**src/rtl/dyn_mem_pkg.sv**
```systemverilog
// dyn_mem_pkg: shared TCDM request/response types and arbiter constants
package dyn_mem_pkg;
    localparam int STARVE_CNT_W = 8;
    localparam int TCDM_ADDR_W  = 32;
    localparam int TCDM_DATA_W  = 64;

    typedef logic [STARVE_CNT_W-1:0] starve_cnt_t;

    typedef struct packed {
        logic                     req;
        logic [TCDM_ADDR_W-1:0]   addr;
        logic [TCDM_DATA_W-1:0]   wdata;
        logic                     we;
        logic [TCDM_DATA_W/8-1:0] strb;
    } tcdm_req_t;

    typedef struct packed {
        logic                   rvalid;
        logic                   ecc_err;
        logic [TCDM_DATA_W-1:0] rdata;
    } tcdm_rsp_t;
endpackage

```
**src/rtl/dyn_mem_rr_starve_sel.sv**
```systemverilog
// dyn_mem_rr_starve_sel: winner is locked requester, else lowest starving, else round-robin from ptr
module dyn_mem_rr_starve_sel #(
    parameter int NUM_REQ = 4,
    parameter int IDX_W   = $clog2(NUM_REQ)
) (
    input  logic [NUM_REQ-1:0] req,
    input  logic [NUM_REQ-1:0] starve,
    input  logic               lock_vld,
    input  logic [IDX_W-1:0]   lock_idx,
    input  logic [IDX_W-1:0]   ptr,
    output logic [IDX_W-1:0]   winner
);
    logic [IDX_W-1:0] st_idx, rr_idx, j;
    logic             st_hit;

    // Downward scans so the last hit is the lowest index / closest to ptr
    always_comb begin
        st_idx = '0;
        st_hit = 1'b0;
        rr_idx = ptr;
        j      = '0;
        for (int i = NUM_REQ - 1; i >= 0; i--) begin
            if (req[i] && starve[i]) begin
                st_idx = IDX_W'(i);
                st_hit = 1'b1;
            end
            j = IDX_W'((int'(ptr) + i) % NUM_REQ);
            if (req[j]) rr_idx = j;
        end
        winner = (lock_vld && req[lock_idx]) ? lock_idx : st_hit ? st_idx : rr_idx;
    end
endmodule

```
**src/rtl/dyn_mem_bkgp_arbiter.sv**
```systemverilog
// dyn_mem_bkgp_arbiter: N-to-1 TCDM bank-group port arbiter with lock, starvation guard and 1-cycle response routing
module dyn_mem_bkgp_arbiter
    import dyn_mem_pkg::*;
#(
    parameter int NUM_REQ               = 4,
    parameter int BANK_GROUP_DATA_WIDTH = 64,
    parameter int ADDR_WIDTH            = 32,
    parameter int STARVE_LIMIT          = 8
) (
    input  logic                                               clk_i,
    input  logic                                               rst_ni,
    input  logic [NUM_REQ-1:0]                                 inp_tcdm_req_i,
    input  logic [NUM_REQ-1:0][ADDR_WIDTH-1:0]                 inp_tcdm_addr_i,
    input  logic [NUM_REQ-1:0][BANK_GROUP_DATA_WIDTH-1:0]      inp_tcdm_wdata_i,
    input  logic [NUM_REQ-1:0]                                 inp_tcdm_we_i,
    input  logic [NUM_REQ-1:0][BANK_GROUP_DATA_WIDTH/8-1:0]    inp_tcdm_strb_i,
    output logic [NUM_REQ-1:0]                                 inp_tcdm_gnt_o,
    output logic [NUM_REQ-1:0]                                 inp_tcdm_rvalid_o,
    output logic [NUM_REQ-1:0]                                 inp_tcdm_ecc_err_o,
    output logic [NUM_REQ-1:0][BANK_GROUP_DATA_WIDTH-1:0]      inp_tcdm_rdata_o,
    output logic                                               out_tcdm_req_o,
    output logic [ADDR_WIDTH-1:0]                              out_tcdm_addr_o,
    output logic [BANK_GROUP_DATA_WIDTH-1:0]                   out_tcdm_wdata_o,
    output logic                                               out_tcdm_we_o,
    output logic [BANK_GROUP_DATA_WIDTH/8-1:0]                 out_tcdm_strb_o,
    input  logic                                               out_tcdm_gnt_i,
    input  logic                                               out_tcdm_rvalid_i,
    input  logic                                               out_tcdm_ecc_err_i,
    input  logic [BANK_GROUP_DATA_WIDTH-1:0]                   out_tcdm_rdata_i
);
    localparam int IDX_W = $clog2(NUM_REQ);

    logic [IDX_W-1:0]   ptr_q, lock_idx_q, rsp_idx_q, winner;
    logic               lock_vld_q, rsp_vld_q, hs;
    starve_cnt_t        cnt_q [NUM_REQ];
    logic [NUM_REQ-1:0] starve;
    logic               unused_rvalid;

    // Downstream is fixed latency 1, so its rvalid carries no routing information
    assign unused_rvalid = out_tcdm_rvalid_i;

    always_comb begin
        starve = '0;
        for (int i = 0; i < NUM_REQ; i++) starve[i] = cnt_q[i] == starve_cnt_t'(STARVE_LIMIT);
    end

    dyn_mem_rr_starve_sel #(
        .NUM_REQ (NUM_REQ),
        .IDX_W   (IDX_W)
    ) u_sel (
        .req      (inp_tcdm_req_i),
        .starve   (starve),
        .lock_vld (lock_vld_q),
        .lock_idx (lock_idx_q),
        .ptr      (ptr_q),
        .winner   (winner)
    );

    assign out_tcdm_req_o   = |inp_tcdm_req_i;
    assign hs               = out_tcdm_req_o & out_tcdm_gnt_i;
    assign out_tcdm_addr_o  = out_tcdm_req_o ? inp_tcdm_addr_i[winner] : '0;
    assign out_tcdm_wdata_o = out_tcdm_req_o ? inp_tcdm_wdata_i[winner] : '0;
    assign out_tcdm_we_o    = out_tcdm_req_o & inp_tcdm_we_i[winner];
    assign out_tcdm_strb_o  = out_tcdm_req_o ? inp_tcdm_strb_i[winner] : '0;
    assign inp_tcdm_gnt_o   = hs ? NUM_REQ'(1) << winner : '0;

    // Gating with rst_ni keeps a response registered just before reset from leaking out
    assign inp_tcdm_rvalid_o  = (rsp_vld_q & rst_ni) ? NUM_REQ'(1) << rsp_idx_q : '0;
    assign inp_tcdm_ecc_err_o = inp_tcdm_rvalid_o & {NUM_REQ{out_tcdm_ecc_err_i}};
    assign inp_tcdm_rdata_o   = {NUM_REQ{out_tcdm_rdata_i}};

    always_ff @(posedge clk_i) begin
        if (!rst_ni) begin
            ptr_q      <= '0;
            lock_vld_q <= 1'b0;
            lock_idx_q <= '0;
            rsp_vld_q  <= 1'b0;
            rsp_idx_q  <= '0;
            for (int i = 0; i < NUM_REQ; i++) cnt_q[i] <= '0;
        end else begin
            lock_vld_q <= out_tcdm_req_o & ~out_tcdm_gnt_i;
            if (out_tcdm_req_o && !out_tcdm_gnt_i) lock_idx_q <= winner;
            rsp_vld_q <= hs;
            if (hs) begin
                rsp_idx_q <= winner;
                ptr_q     <= (winner == IDX_W'(NUM_REQ - 1)) ? '0 : winner + 1'b1;
            end
            for (int i = 0; i < NUM_REQ; i++)
                cnt_q[i] <= (inp_tcdm_req_i[i] && !inp_tcdm_gnt_o[i]) ? (starve[i] ? cnt_q[i] : cnt_q[i] + 1'b1) : '0;
        end
    end
endmodule

```
**config.mk**
```make
export PLATFORM = sky130hd
export DESIGN_NAME = dyn_mem_bkgp_arbiter
export DESIGN_NICKNAME = d
export VERILOG_FILES = /design/src/rtl/dyn_mem_pkg.sv /design/src/rtl/dyn_mem_rr_starve_sel.sv /design/src/rtl/dyn_mem_bkgp_arbiter.sv
export SDC_FILE = /design/constraint.sdc
export NUM_CORES = 1
export LEC_CHECK = 0
export CORE_AREA = 5 5 336 338
export DETAILED_ROUTE_END_ITERATION = 8
export DIE_AREA = 0 0 341 343
export HOLD_SLACK_MARGIN = 0.15
export PLACE_DENSITY = 0.35
export SKIP_CTS_REPAIR_TIMING = 1
export SKIP_LAST_GASP = 1
export SLEW_MARGIN = 20
export SYNTH_ARGS = -nofsm -noshare
export SYNTH_HDL_FRONTEND = slang
export SYNTH_HIERARCHICAL = 1
export SYNTH_SLANG_ARGS = --single-unit
```
**constraint.sdc**
```tcl
create_clock -name clk_i -period 14.52 [get_ports clk_i]
set_clock_uncertainty 0.15 [all_clocks]
set_input_delay 4.356 -clock clk_i [delete_from_list [all_inputs] [get_ports clk_i]]
set_output_delay 4.356 -clock clk_i [all_outputs]
set_load 0.05 [all_outputs]
```
==> impl_metrics.json, run 1 <==
{
  "min_period_ns": 12.91,
  "leakagePower_nw": 3.94,
  "ys_seq_area_frac": 0.108,
  "die_h_um": 343,
  "maxCapViolCount": 0,
  "drv_slew": 0,
  "row_count": 122,
  "peakVddDrop_mv": 0.0511,
  "drt_iter0_drc": 288,
  "grt-ovfl-total": 0,
  "synth-seq-cells": 40,
  "syn_area_mm2": 0.00742,
  "arrival_ns": 8.40,
  "worst_slack_ns": 1.61,
  "mostFrequentLayoutCells": "545 x clkdlybuf4s50_1, 108 x and2_1, 105 x mux4_2, 40 x dfxtp_1, 26 x nand3_1",
  "synth_area_leaders": "mux4_2 32%, buf_4 26%, dfxtp_1 11%",
  "drt-wirelength-per-cell_um": 22.9,
  "mostFrequentLayoutCell": "clkdlybuf4s50_1",
  "holdPathStages": 2,
  "io_pins": 867,
  "yosys_most_used_dff": "dfxtp_1",
  "rsz0062_at_grt": "false",
  "ant_nets": 0,
  "initial_core_util": 0.0676,
  "status": "complete, no violations",
  "final_layout_size_suffix_gt1_frac": 0.133,
  "die_area_mm2": 0.117,
  "yosysWarnings": 6,
  "vias": 6993,
  "yosysTopAreaCellShare": 0.319,
  "clk_path_buf_depth": 2,
  "rr_worst_depth": 13,
  "grtUsageTotal": 0.0922,
  "syn_area_per_cell_um2": 9.52,
  "synthToLayoutAreaGrowth_pct": 73.6,
  "reg2reg_to": "ptr_q[0]",
  "clk_pin_slew_ns": 0.06,
  "cts_sinks": 40,
  "grt_pass1_vias": 7765,
  "power.density_mw_per_mm2": 98.2,
  "tritoncts": "built",
  "tightestPinTransition_ns": 1.05,
  "root_buffer": "clkbuf_16",
  "synth_area_leader_cell": "mux4_2",
  "grt_pass1_wl_um": 72700,
  "synth_edf_count": 0,
  "numCtsBuffers": 5,
  "hold_viol_final": 0,
  "wl_um": 57100,
  "timing.setup.tns_ns": 0,
  "start_kind": "primary input",
  "relSlewSlack": 0.299,
  "drc": 0,
  "drt_first_pass_iters": 4,
  "grt_max_degree": 56,
  "die_x_um": 341,
  "worstHoldStart": "cnt_q[0][15]",
  "required_ns": 10.01,
  "final_nets": 1558,
  "crit_start": "inp_tcdm_req_i[3]",
  "whs_ns": 0.343,
  "timing.rr.start": "cnt_q[0][16]",
  "port-buffer-count": 545,
  "antenna_found_initial": 29,
  "end_kind": "output pin",
  "synth_cells": 780,
  "min_to": "cnt_q[0][15]",
  "crit_type": "in -> out",
  "dp_slack_ns": 1.47,
  "ys_types": 49,
  "cts-htree-levels": 2,
  "gp_congestion": 0.849,
  "hp-class": "reg -> reg",
  "finalCritPeriodShare": 0.889,
  "fmax_mhz": 77.5,
  "finalSetupViolations": 0,
  "coreArea_mm2": 0.110,
  "r2r_setup_slack_ns": 10.57,
  "viasPerCell": 2.81,
  "dp_hpwl_um": 52000,
  "synth_nets": 1285,
  "synthArstFlopShare": 0,
  "clk_latency_ns": 0.30,
  "crit_fanout": 33
}
[critical path, stage by stage]
cell and delay [ns]:
clkdlybuf4s50_1 0.67, a22oi_1 0.32, o311ai_1 0.14, a21oi_1 0.20, o32a_4 0.44, buf_12 0.33, buf_4 0.36, mux4_2 0.59
and2_1 0.19, clkdlybuf4s50_1 0.71
[area by class of cell]
| class | instances | area, um^2 |
|---|---|---|
| well taps | 1426 | 1780 |
| inverters | 15 | 58.8 |
| multi-input cells | 429 | 4440 |
| fillers | 12500 | 96900 |
| diodes | 9 | 22.5 |
| repair buffers | 562 | 5610 |
| clock inverters | 2 | 38.8 |
| flip-flops and latches | 40 | 801 |
| clock buffers | 6 | 139 |
[Yosys cell counts (4+ instances only)]
library cell	count
or4_1	4
o31ai_1	4
nand2_1	24
buf_4	257
inv_1	14
xnor2_1	4
o21ai_0	15
buf_2	14
ha_1	12
a21oi_1	21
mux4_2	105
xor2_1	8
nand3_1	26
nor3_1	13
nor2_1	23
or3_1	10
dfxtp_1	40
and2_1	108
a21boi_0	6
clkbuf_1	20
nor3b_1	4
mux2i_1	5
[layer usage]
layer | share of wire | wire [um] | global-route usage | up-vias
li1 | - | - | - | 3101
met1 | 0.34 | 19700 | 0.0931 | 3355
met2 | 0.51 | 29200 | 0.168 | 463
met3 | 0.13 | 7590 | 0.0555 | 54
met4 | 0.0092 | 526 | 0.0111 | 20
met5 | 0.0023 | 132 | 0 | -
[power by group]
part	switching (mW)	internal, mW	total (mW)
Sequential	0.00580	0.113	0.119
Clock	0.0486	0.0862	0.135
Combinational	0.595	0.417	1.01
[sequential cells by signal (all words and copies together), names as in the netlist]
name	cells
ptr_q	2
rsp_idx_q	2
lock_idx_q	2
cnt_q	32
lock_vld_q	1
rsp_vld_q	1
[cells by family (layout without fill, tap and decap cells)]
group,after synthesis,count (layout),share of synthesized area
flip-flops,40,40,0.108
XOR/XNOR,12,12,0.0142
adder cells (fa/ha/maj),12,12,0.0202
other,0,9,0
buffers and inverters,311,585,0.296
AND/OR/NAND/NOR,231,231,0.181
multiplexers,111,111,0.327
AO/OA/AOI/OAI,63,63,0.0536
[stage by stage]
stage,area [um^2],utilization,cells,power (mW)
3_5_place_dp,12700,0.116,2472,1.17
2_1_floorplan,7420,-,780,0.877
3_3_place_gp,12700,0.116,2472,1.17
6_report,12900,0.117,2489,1.27
5_1_grt,12900,0.117,2482,1.33
4_1_cts,12900,0.117,2480,1.31
[worst max-delay path by stage]
stage / to / slack (ns)
detailed placement: out_tcdm_wdata_o[61] / 1.47
finish: out_tcdm_wdata_o[61] / 1.61
floorplan: inp_tcdm_gnt_o[0] / 3.37
CTS: out_tcdm_wdata_o[61] / 1.45
global placement: out_tcdm_wdata_o[61] / 1.49
global route: out_tcdm_wdata_o[61] / 1.26
No activity file was read; power rests on OpenSTA's default activity.
==> run 2, diff against run 1 <==
--- a/config.mk
+++ b/config.mk
@@ -5,9 +5,9 @@
 export SDC_FILE = /design/constraint.sdc
 export NUM_CORES = 1
 export LEC_CHECK = 0
-export CORE_AREA = 5 5 336 338
+export CORE_AREA = 4 4 335 337
 export DETAILED_ROUTE_END_ITERATION = 8
-export DIE_AREA = 0 0 341 343
+export DIE_AREA = 0 0 339 341
 export HOLD_SLACK_MARGIN = 0.15
 export PLACE_DENSITY = 0.35
 export SKIP_CTS_REPAIR_TIMING = 1
==> impl_metrics.json, run 2 (synthesis results as in run 1) <==
{
  "peakVddDrop_mv": 0.0402,
  "finalSetupViolations": 0,
  "row_count": 121,
  "power.density_mw_per_mm2": 101,
  "clk_latency_ns": 0.30,
  "grtUsageTotal": 0.103,
  "critical_path.top_delay_family": "buffers and inverters",
  "reg2reg_to": "ptr_q[0]",
  "timing.rr.start": "cnt_q[0][16]",
  "cpMostUsedCell": "clkdlybuf4s50_1",
  "die_x_um": 339,
  "crit_type": "in -> out",
  "viasPerCell": 2.94,
  "dp_hpwl_um": 57200,
  "min_period_ns": 12.95,
  "final_nets": 1554,
  "port-buffer-count": 545,
  "arrival_ns": 8.45,
  "fin_util": 0.118,
  "wl_um": 62400,
  "drt-wirelength-per-cell_um": 25.2,
  "numCtsBuffers": 5,
  "fillers": 12400,
  "synthToLayoutAreaGrowth_pct": 73.6,
  "whs_ns": 0.352,
  "crit_slowest_cell": "clkdlybuf4s50_1",
  "worstHoldStart": "cnt_q[0][31]",
  "cts-htree-levels": 2,
  "maxCapViolCount": 0,
  "mostFrequentLayoutCell": "clkdlybuf4s50_1",
  "r2r_setup_slack_ns": 10.82,
  "ant_nets": 0,
  "relSlewSlack": 0.311,
  "grt_max_degree": 71,
  "status": "complete, no violations",
  "dp.cells": 2456,
  "cp_cell_sequence": "clkdlybuf4s50_1 -> a22oi_1 -> o311ai_1 -> a21oi_1 -> o32a_4 -> buf_12 -> mux4_2 -> and2_1 -> clkdlybuf4s50_1",
  "cts_sinks": 40,
  "grt-ovfl-total": 0,
  "die_area_mm2": 0.116,
  "crit_buf_inv": 3,
  "hp-class": "reg -> reg",
  "hold_viol_final": 0,
  "tritoncts": "built",
  "grt_pass1_vias": 7929,
  "fmax_mhz": 77.2,
  "clk_path_buf_depth": 2,
  "regMostFlops": "cnt_q",
  "drc": 0,
  "grt_pass1_wl_um": 78700,
  "final_layout_size_suffix_gt1_frac": 0.130,
  "gp_congestion": 0.860,
  "end_kind": "output pin",
  "timing.setup.tns_ns": 0,
  "die_h_um": 341,
  "crit_fanout": 26,
  "antenna_found_initial": 48,
  "clk_pin_slew_ns": 0.07,
  "mostFrequentLayoutCells": "545 x clkdlybuf4s50_1, 108 x and2_1, 105 x mux4_2, 40 x dfxtp_1, 26 x nand3_1",
  "holdPathStages": 2,
  "start_kind": "primary input",
  "required_ns": 10.01,
  "finalCritPeriodShare": 0.892,
  "io_pins": 867,
  "tightestPinTransition_ns": 1.03,
  "largest_register_ff_count": 32,
  "fin_cells": 2481,
  "drv_slew": 0,
  "initial_core_util": 0.0682,
  "min_to": "cnt_q[0][31]",
  "rr_worst_depth": 12,
  "slowest_delay_ns": 0.98,
  "leakagePower_nw": 3.92,
  "root_buffer": "clkbuf_16",
  "drt_first_pass_iters": 5,
  "drt_iter0_drc": 460,
  "vias": 7304,
  "rsz0062_at_grt": "false",
  "coreArea_mm2": 0.109
}
-- run 2: cell type report --
cell class | instances | area [um^2] | area share
repair buffers | 558 | 5590 | 0.434
inverters | 15 | 58.8 | 0.00456
diodes | 17 | 42.5 | 0.00330
clock inverters | 3 | 46.3 | 0.00359
well taps | 1414 | 1770 | 0.137
flip-flops and latches | 40 | 801 | 0.0621
clock buffers | 5 | 125 | 0.00971
multi-input cells | 429 | 4460 | 0.346
-- run 2: how the worst max path moves through the flow --
stage,to,startpoint,depth (start not counted)
after floorplan,inp_tcdm_gnt_o[0],inp_tcdm_req_i[2],12
after global placement,out_tcdm_wdata_o[25],inp_tcdm_req_i[3],9
after detailed placement,out_tcdm_wdata_o[27],inp_tcdm_req_i[2],8
after CTS,out_tcdm_wdata_o[27],inp_tcdm_req_i[2],8
after global routing,out_tcdm_strb_o[7],inp_tcdm_req_i[3],9
final,out_tcdm_addr_o[19],inp_tcdm_req_i[3],9
-- run 2: metal layers --
metal / share of wire / track usage
met5: 0.0034 / 0
met4: 0.036 / 0.0391
met3: 0.13 / 0.0582
met2: 0.50 / 0.178
met1: 0.33 / 0.103
-- run 2: power by group --
part           switching [mW]  internal (mW)  leakage, nW  total (mW)
Clock                  0.0552         0.0819       0.0805       0.137
Combinational           0.635          0.417         3.52        1.05
Sequential            0.00493          0.113        0.325       0.118
-- run 2: through the flow --
stage                     power, mW  worst slack (ns)  instance area [um^2]
final                          1.31              1.57                 12900
after CTS                      1.35              1.45                 12800
after detailed placement       1.20              1.47                 12700
after global placement         1.20              1.51                 12700
after floorplan               0.877              3.37                  7420
after global routing           1.37              1.27                 12900
-- run 2: tightest hold or removal path, stage by stage (launching register included) --
cell     delay [ns]
dfxtp_1        0.33
o31ai_1        0.07
a21oi_1        0.06
==> run 3, diff against run 2 <==
--- a/config.mk
+++ b/config.mk
@@ -8,7 +8,7 @@
 export CORE_AREA = 4 4 335 337
 export DETAILED_ROUTE_END_ITERATION = 8
 export DIE_AREA = 0 0 339 341
-export HOLD_SLACK_MARGIN = 0.15
+export HOLD_SLACK_MARGIN = 0.03
 export PLACE_DENSITY = 0.35
 export SKIP_CTS_REPAIR_TIMING = 1
 export SKIP_LAST_GASP = 1
==> results of run 3 <==
Final layout, timing and power as in run 2 (identical DEF).
